==> src/rtl/cpu_fetch_queue.sv <==
// Sequential instruction prefetcher feeding decode from a small PC/word FIFO.
// One bus fetch in flight at most; jumps flush the FIFO and squash an in-flight fetch.
module cpu_fetch_queue #(
  parameter int          DEPTH    = 4,
  parameter logic [31:0] RESET_PC = 32'h0000_0000
) (
  input  logic        i_clock,
  input  logic        i_reset,
  output logic        o_bus_request,
  input  logic        i_bus_ready,
  output logic [31:0] o_bus_address,
  input  logic [31:0] i_bus_rdata,
  input  logic        i_jump,
  input  logic [31:0] i_jump_pc,
  output logic        o_valid,
  input  logic        i_ready,
  output logic [31:0] o_pc,
  output logic [31:0] o_instruction
);

  localparam int AW = $clog2(DEPTH);
  localparam int CW = AW + 1;
  localparam logic [CW-1:0] FULL_COUNT = CW'(DEPTH);

  localparam logic [1:0] IDLE    = 2'd0;
  localparam logic [1:0] WAIT    = 2'd1;
  localparam logic [1:0] DISCARD = 2'd2;

  logic [1:0]    state;
  logic [31:0]   fetch_pc;
  logic [31:0]   bus_address;
  logic          bus_request;
  logic [AW-1:0] rd_ptr;
  logic [AW-1:0] wr_ptr;
  logic [CW-1:0] count;
  logic [31:0]   mem_pc    [DEPTH];
  logic [31:0]   mem_instr [DEPTH];

  logic [31:0] jump_target;
  logic        full;
  logic        push;
  logic        pop;

  always_comb begin
    jump_target = i_jump_pc & 32'hFFFF_FFFC;
    full        = (count == FULL_COUNT);
    push        = (state == WAIT) && i_bus_ready && !i_jump;
    pop         = (count != '0) && i_ready && !i_jump;
  end

  // The address register only moves while the request is low, so the bus
  // always sees a stable address for the whole transaction.
  always_ff @(posedge i_clock or negedge i_reset) begin
    if (!i_reset) begin
      state       <= IDLE;
      bus_request <= 1'b0;
      bus_address <= RESET_PC;
      fetch_pc    <= RESET_PC;
    end else begin
      case (state)
        IDLE: begin
          if (i_jump) begin
            fetch_pc    <= jump_target;
            bus_address <= jump_target;
          end else if (!full) begin
            bus_request <= 1'b1;
            state       <= WAIT;
          end
        end
        WAIT: begin
          if (i_bus_ready) begin
            bus_request <= 1'b0;
            state       <= IDLE;
            if (i_jump) begin
              fetch_pc    <= jump_target;
              bus_address <= jump_target;
            end else begin
              fetch_pc    <= fetch_pc + 32'd4;
              bus_address <= fetch_pc + 32'd4;
            end
          end else if (i_jump) begin
            fetch_pc <= jump_target;
            state    <= DISCARD;
          end
        end
        DISCARD: begin
          if (i_jump) begin
            fetch_pc <= jump_target;
          end
          if (i_bus_ready) begin
            bus_request <= 1'b0;
            state       <= IDLE;
            bus_address <= i_jump ? jump_target : fetch_pc;
          end
        end
        default: begin
          state       <= IDLE;
          bus_request <= 1'b0;
        end
      endcase
    end
  end

  always_ff @(posedge i_clock or negedge i_reset) begin
    if (!i_reset) begin
      rd_ptr <= '0;
      wr_ptr <= '0;
      count  <= '0;
    end else if (i_jump) begin
      rd_ptr <= '0;
      wr_ptr <= '0;
      count  <= '0;
    end else begin
      if (push) wr_ptr <= wr_ptr + 1'b1;
      if (pop)  rd_ptr <= rd_ptr + 1'b1;
      case ({push, pop})
        2'b10:   count <= count + 1'b1;
        2'b01:   count <= count - 1'b1;
        default: count <= count;
      endcase
    end
  end

  // Storage is cleared on reset so the head outputs read zero out of reset.
  always_ff @(posedge i_clock or negedge i_reset) begin
    if (!i_reset) begin
      for (int i = 0; i < DEPTH; i++) begin
        mem_pc[i]    <= '0;
        mem_instr[i] <= '0;
      end
    end else if (push) begin
      mem_pc[wr_ptr]    <= fetch_pc;
      mem_instr[wr_ptr] <= i_bus_rdata;
    end
  end

  assign o_bus_request = bus_request;
  assign o_bus_address = bus_address;
  assign o_valid       = (count != '0);
  assign o_pc          = mem_pc[rd_ptr];
  assign o_instruction = mem_instr[rd_ptr];

endmodule
==> config.mk <==
export PLATFORM = sky130hd
export DESIGN_NAME = cpu_fetch_queue
export DESIGN_NICKNAME = d
export VERILOG_FILES = /design/src/rtl/cpu_fetch_queue.sv
export SDC_FILE = /design/constraint.sdc
export NUM_CORES = 1
export LEC_CHECK = 0
export ABC_AREA = 1
export ABC_CLOCK_PERIOD_IN_PS = 1700
export CORE_MARGIN = 4
export CORE_UTILIZATION = 45
export DETAILED_ROUTE_END_ITERATION = 7
export HOLD_SLACK_MARGIN = 0.06
export PLACE_DENSITY = 0.68
export SETUP_SLACK_MARGIN = 0.1
export SYNTH_ARGS = -nofsm -noshare
export SYNTH_HDL_FRONTEND = slang
export SYNTH_SLANG_ARGS = --single-unit
==> constraint.sdc <==
create_clock -name i_clock -period 1.7 [get_ports i_clock]
set_input_delay 0.425 -clock i_clock [delete_from_list [all_inputs] [get_ports i_clock]]
set_output_delay 0.425 -clock i_clock [all_outputs]
set_load 0.01 [all_outputs]
== Word level (Yosys, flattened, before mapping) ==
Index checks and enable logic that the tools add are counted.

* Flip-flop bits (word level): 330
* Bits of input ports: 69
* Output and inout port bits: 98
* Word-level logic and storage cells: 89

* $add $sub $neg: 5
* $lt $le $gt $ge: 3
* Equality and inequality tests: 12
* Multiplexer cells: 34
* Bitwise logic cells: 2
* Reductions and logical operators: 18

{| class="wikitable"
|+ Operator list
! cell !! count
|-
| 2-to-1 mux 32 bit || 11
|-
| bitwise mux 128 bit || 2
|-
| binary-select mux 32 bit (select 2 bit) || 2
|-
| case mux 32 bit (3 select lines) || 1
|-
| demux 32 bit (select 2 bit) || 1
|-
| case mux 32 bit (2 select lines) || 1
|-
| adder 32 x 3 -> 32 bit, second input constant || 1
|-
| 2-to-1 mux 2 bit || 9
|-
| inequality test 2 bit, second input constant || 5
|-
| nonzero test 3 bit || 3
|-
| AND reduction 4 bit || 2
|-
| >= comparator 3 bit, second input constant || 2
|-
| NOT 2 -> 3 bit || 2
|-
| case mux 2 bit (3 select lines) || 1
|-
| case mux 3 bit (2 select lines) || 1
|-
| nonzero test 2 bit || 3
|-
| logical AND 1 bit || 5
|-
| adder 2 x 1 -> 2 bit, second input constant || 2
|-
| equality test 2 x 1 -> 1 bit, second input constant || 2
|-
| equality test 2 bit, second input constant || 2
|-
| OR reduction 2 bit || 2
|-
| adder 3 x 1 -> 3 bit, second input constant || 1
|-
| equality test 3 bit, second input constant || 1
|-
| < comparator 3 x 1 -> 1 bit, second input constant || 1
|-
| 9 further kinds || 11
|}

== Logic depth before layout (Yosys ltp) ==
Gate-level depths: netlist of the first run.

* Depth after elaboration: 6
* Depth in mapped cells: 12
* Gate-level depth less buffers: 12

== Worst setup path after synthesis of the first run ==
OpenSTA, ideal clock, no wires.

* Kind: reg-to-reg
* Start point: register state[1]
* End point: register count[2]
* Setup time: 0.141 ns
* Arrival time: 1.730 ns
* Required time: 1.559 ns
* Path slack: -0.171 ns
* Cell stages (with the launch flop): 11
* Path buffers: 0
* Period minus slack after synthesis: 1.871 ns
* Path through: dfrtp_1 -> inv_1 -> ha_1 -> nand2_1 -> nand2_1 -> nor2_1 -> fa_1 -> xor2_1 -> xor2_1 -> nand3_1 -> o21ai_0

* Cells in the longest elaborated chain, start to end: 6
* Elaborated cells between the ends (all ways): 8
* Classes of those cells: 3 x eq/ne; 2 x mux; 3 x reduce/logical

{| class="wikitable"
|+ Ends and longest elaborated chain
! element !! line !! source
|-
| start, declared || 29 || <nowiki>logic [1:0] state;</nowiki>
|-
| start signal, assigned || 55 || <nowiki>state <= IDLE;</nowiki>
|-
| start signal, assigned || 67 || <nowiki>state <= WAIT;</nowiki>
|-
| start signal, assigned || 73 || <nowiki>state <= IDLE;</nowiki>
|-
| equality test 2 x 1 -> 1 bit (*) || 47 || <nowiki>push = (state == WAIT) && i_bus_ready && !i_jump;</nowiki>
|-
| logical AND 1 bit (*) (2 in a row) || 47 ||
|-
| equality test 2 x 1 -> 1 bit / equality test 2 bit (equally long branches) || 116 || <nowiki>case ({push, pop})</nowiki>
|-
| case mux 3 bit (2 select lines) || 116 ||
|-
| 2-to-1 mux 3 bit || 109 || <nowiki>end else if (i_jump) begin</nowiki>
|-
| end signal, assigned || 117 || <nowiki>2'b10: count <= count + 1'b1;</nowiki>
|-
| end signal, assigned || 118 || <nowiki>2'b01: count <= count - 1'b1;</nowiki>
|-
| end signal, assigned || 119 || <nowiki>default: count <= count;</nowiki>
|-
| end, declared || 35 || <nowiki>logic [CW-1:0] count;</nowiki>
|}

Every way passes the cells marked *; elsewhere a longest branch is shown, timed or not.
A chain may end at the register's enable or synchronous reset.

== Worst setup path in the final report of the first run ==
* Start point: register rd_ptr[0]
* End point: output o_instruction[28]

* Cells in the longest elaborated chain, start to end: 4

{| class="wikitable"
|+ Ends and longest elaborated chain
! element !! line !! source
|-
| start, declared || 33 || <nowiki>logic [AW-1:0] rd_ptr;</nowiki>
|-
| start signal, assigned || 115 || <nowiki>if (pop) rd_ptr <= rd_ptr + 1'b1;</nowiki>
|-
| NOT 2 -> 3 bit (implied by the code) || 141 || <nowiki>assign o_instruction = mem_instr[rd_ptr];</nowiki>
|-
| binary-select mux 32 bit (select 2 bit) || 141 ||
|-
| 2-to-1 mux 32 bit (implied by the code) (2 in a row) || 141 ||
|-
| end, declared || 18 || <nowiki>output logic [31:0] o_instruction</nowiki>
|}

Every way passes these cells. The select of a mux whose other input is x is not followed.

==> results of run 1 <==
==> metal layers <==
metal | part of all wire, % | global-route usage, % | vias to the layer above
li1 | - | - | 7429
met1 | 39 | 38.3 | 8179
met2 | 48 | 46.4 | 963
met3 | 8.4 | 4.03 | 242
met4 | 4.9 | 8.77 | 0
met5 | 0 | 0 | -
==> worst max-delay path by stage <==
stage | cells after the start | startpoint | endpoint | slack [ns]
after floorplan | 9 | count[0]$_DFFE_PN0P_ | count[2]$_DFFE_PN0P_ | -0.04
after global placement | 6 | rd_ptr[0]$_DFFE_PN0P_ | o_pc[20] | -0.55
after detailed placement | 6 | rd_ptr[0]$_DFFE_PN0P_ | o_pc[20] | -0.57
after CTS | 6 | rd_ptr[0]$_DFFE_PN0P_ | o_pc[5] | -0.66
after global routing | 4 | rd_ptr[0]$_DFFE_PN0P_ | o_instruction[28] | -0.71
final | 5 | rd_ptr[0]$_DFFE_PN0P_ | o_instruction[28] | -0.69
==> through the flow <==
step | area (um^2) | hold slack [ns] | setup WS [ns] | utilization [%] | TNS (ns)
CTS | 22300 | 0.180 | -0.660 | 64.1 | -57.39
floorplan | 16100 | 0.129 | -0.0364 | - | -0.0364
global route | 24100 | 0.204 | -0.707 | 69.1 | -110.50
global placement | 19000 | 0.324 | -0.549 | 54.6 | -132.40
detailed placement | 19000 | 0.318 | -0.568 | 54.6 | -139.69
finish | 24100 | 0.199 | -0.687 | 69.1 | -85.13
==> Yosys cell counts, types with 6 or more instances <==
cell,n,area [um^2]
ha_1,9,113
nor2_1,242,908
nand2_1,503,1890
nor2_4,6,67.6
inv_1,102,383
o21ai_0,461,2310
clkbuf_1,102,383
dfrtp_1,330,8260
o22ai_1,81,507
buf_2,31,155
a21oi_1,53,265
nand3_1,54,270
o21ai_1,19,95.1
nand4_1,8,50.1
==> registers in the layout (all words and copies together) (netlist names) <==
register / cells
mem_instr: 128
o_bus_address: 32
mem_pc: 128
wr_ptr: 2
fetch_pc: 32
rd_ptr: 2
state: 2
o_bus_request: 1
count: 3
==> where the power goes <==
group | internal (mW) | switching (mW) | leakage, nW
sequential | 10.3 | 2.09 | 4.32
clock | 5.04 | 3.40 | 0.624
combinational | 9.71 | 12.0 | 6.24
==> cell families after synthesis <==
group                    count (synthesis)
XOR/XNOR                                 3
AO/OA/AOI/OAI                          625
AND/OR/NAND/NOR                        830
adder cells (fa/ha/maj)                 10
flip-flops                             330
buffers and inverters                  245
==> final cells by class <==
| type | instances | share of cell area (%) |
|---|---|---|
| clock buffers | 51 | 4.45 |
| repair buffers | 396 | 21.4 |
| diodes | 1 | 0.0104 |
| well taps | 455 | 2.37 |
| flip-flops and latches | 330 | 34.4 |
| inverters | 105 | 1.77 |
| multi-input cells | 1475 | 34.8 |
| clock inverters | 16 | 0.811 |
| repair inverters | 1 | 0.0260 |
==> timing repair <==
item	CTS	global route
endpoints found under the setup margin	420	416
cloned	41	36
setup buffers	33	13
gates resized for setup	627	417
hold endpoints to repair	21	0
pin swaps	74	28
hold buffers	1	0
==> results.md, run 1 <==
- Filler cells: 2574
- Crit path buffers/inverters: 3
- Synth Warn #: 0
- Sequential share of the synthesized area: 51.7%
- EDFF count, synth: 0
- Tcrit/Tclk final: 140%
- Commonest non-fill, non-tap cells in the layout: 371 x nand2_1, 326 x dfrtp_1, 261 x o21ai_0, 208 x nor2_1, 122 x o21ai_1
- Register area: slightly above 8000 um^2
- Mux cell area share after synthesis: 0%
- Syn nets: between 2k and 2.5k
- Compound-cell area share of the yosys netlist: 20.4%
- Worst R2R Setup Slack: -0.31 ns
- DRC: 0
- Avg Inst Size Synth: about 8 um^2
- TritonCTS clock tree: done
- Grt ovf: 0
- Die ar.: ~39000 um^2
- IO Port Bufs: 164
- Placed Cells: between 2k and 3k
- Largest net degree at the start of global routing: 65
- Tightest Hold Check Type: in -> reg
- Worst-Skew Late Latency: 0.53 ns
- Relative slew slack: 60.3%
- Power Dens Cells: 1770 nW/um^2
- First DRT Iteration DRCs: 1544
- CP Class: reg -> out
- #FFs+latches synth: 330
- RR Endpoint: mem_pc[84]$_DFFE_PN0P_
- Post-Layout Cell Count: 2830
- Initial antenna violation count: 0
- Final WS setup: -0.687 ns
- WL final: 62900 um
- Status: finished, violations left
- Final Max Tran Viols: 0
- P_leak: 11.2 nW
- Measured slew at the worst slew-check pin: around 0.60 ns
- Root Driver: clkbuf_16
- Vias in the first global route: between 15k and 20k
- R2r worst-path depth: 10
- Detail Route Antenna Nets: 0
- Failing checks: setup timing
- Setup Skew: 0.0149 ns
- Data required time of the worst path: 1.27 ns
- Reg2reg start: state[1]$_DFFE_PN0P_
- CTS Buf Count: 37
- DP Wirelength: between 30000 and 40000 um
- Starting density of the core: 45.9%
- First-pass GRT wire length: between 80000 and 90000 um
- Area grow syn2layout: 50.6%
- Syn Inst Count: roughly 2k
- Worst Setup Start Kind: flop
- Critical Path Sink Type: primary output
- Arrival time worst endpoint: 1.96 ns
- Rows: 68
- Pwr Total: 42.5 mW
- Total Routing Usage GR: between 20% and 30%
- Fraction of the mapped netlist area in adder cells: 0.830%
- Critical Path Fanout Max: 14
- Layout cell share with drive strength beyond 1: 29.8%
- RSZ-0062 raised after global routing: true
- Library cells used by synthesis: 33
- Post-synthesis xor/xnor area fraction: 0.164%
- Worst hold start: i_jump
- Critical-path cell list: clkinv_8 > buf_6 > o21ai_0 > o22ai_2 > clkdlybuf4s15_2
- Die Ht: 196 um
- Max Cap Violations: 0
- DR pass1 iterations: 7
- Asr flop ratio synth: 100%
- Primary FF master, synth: dfrtp_1
- # H-tree levels: 2
- Simple-gate area share of the yosys netlist: 20.9%
- Hold EP: fetch_pc[1]$_DFFE_PN0P_
- Hold Vio Cnt, Final: 0
- Core Area: 34800 um^2
- Commonest non-fill, non-tap cell in the layout: nand2_1
- Clk pin slew, worst setup/hold paths: 0.07 ns
- VDD IR max: 1430 uV
- Vias per cell: just under 6
- Final setup fails: 354
- Slowest library cell on the worst path: dfrtp_4
- Die width: about 200 um
- Nets: between 2k and 2.5k
- Max stage delay on crit path: 0.51 ns
- Hold depth: 2
- Routed WL per cell: 22.2 um
- Area of the multi-input gates: 8360 um^2
- F_max: approximately 420 MHz
- Largest family of logic cells by synthesized area: simple AND/OR/NAND/NOR gates
- Syn Std Cell Area: roughly 16000 um^2
- Crit path time final: 2.39 ns
- Maximum clock insertion buffer count: 3
- Clock sinks: 330
- Total I/O pin count: 167
- Kind of cell adding the most delay to the critical path: buffers and inverters
- RePlAce Congestion: 0.921
- Vias post-DR: 16.8k
Power figures use the tool's default switching activity.
==> run 2: changes to the inputs <==
--- a/config.mk
+++ b/config.mk
@@ -7,12 +7,14 @@
 export LEC_CHECK = 0
 export ABC_AREA = 1
 export ABC_CLOCK_PERIOD_IN_PS = 1700
+export CAP_MARGIN = 20
 export CORE_MARGIN = 4
 export CORE_UTILIZATION = 45
 export DETAILED_ROUTE_END_ITERATION = 7
 export HOLD_SLACK_MARGIN = 0.06
 export PLACE_DENSITY = 0.68
 export SETUP_SLACK_MARGIN = 0.1
+export SLEW_MARGIN = 5
 export SYNTH_ARGS = -nofsm -noshare
 export SYNTH_HDL_FRONTEND = slang
 export SYNTH_SLANG_ARGS = --single-unit
==> results of run 2 <==
Final layout, timing and power as in run 1 (identical DEF).
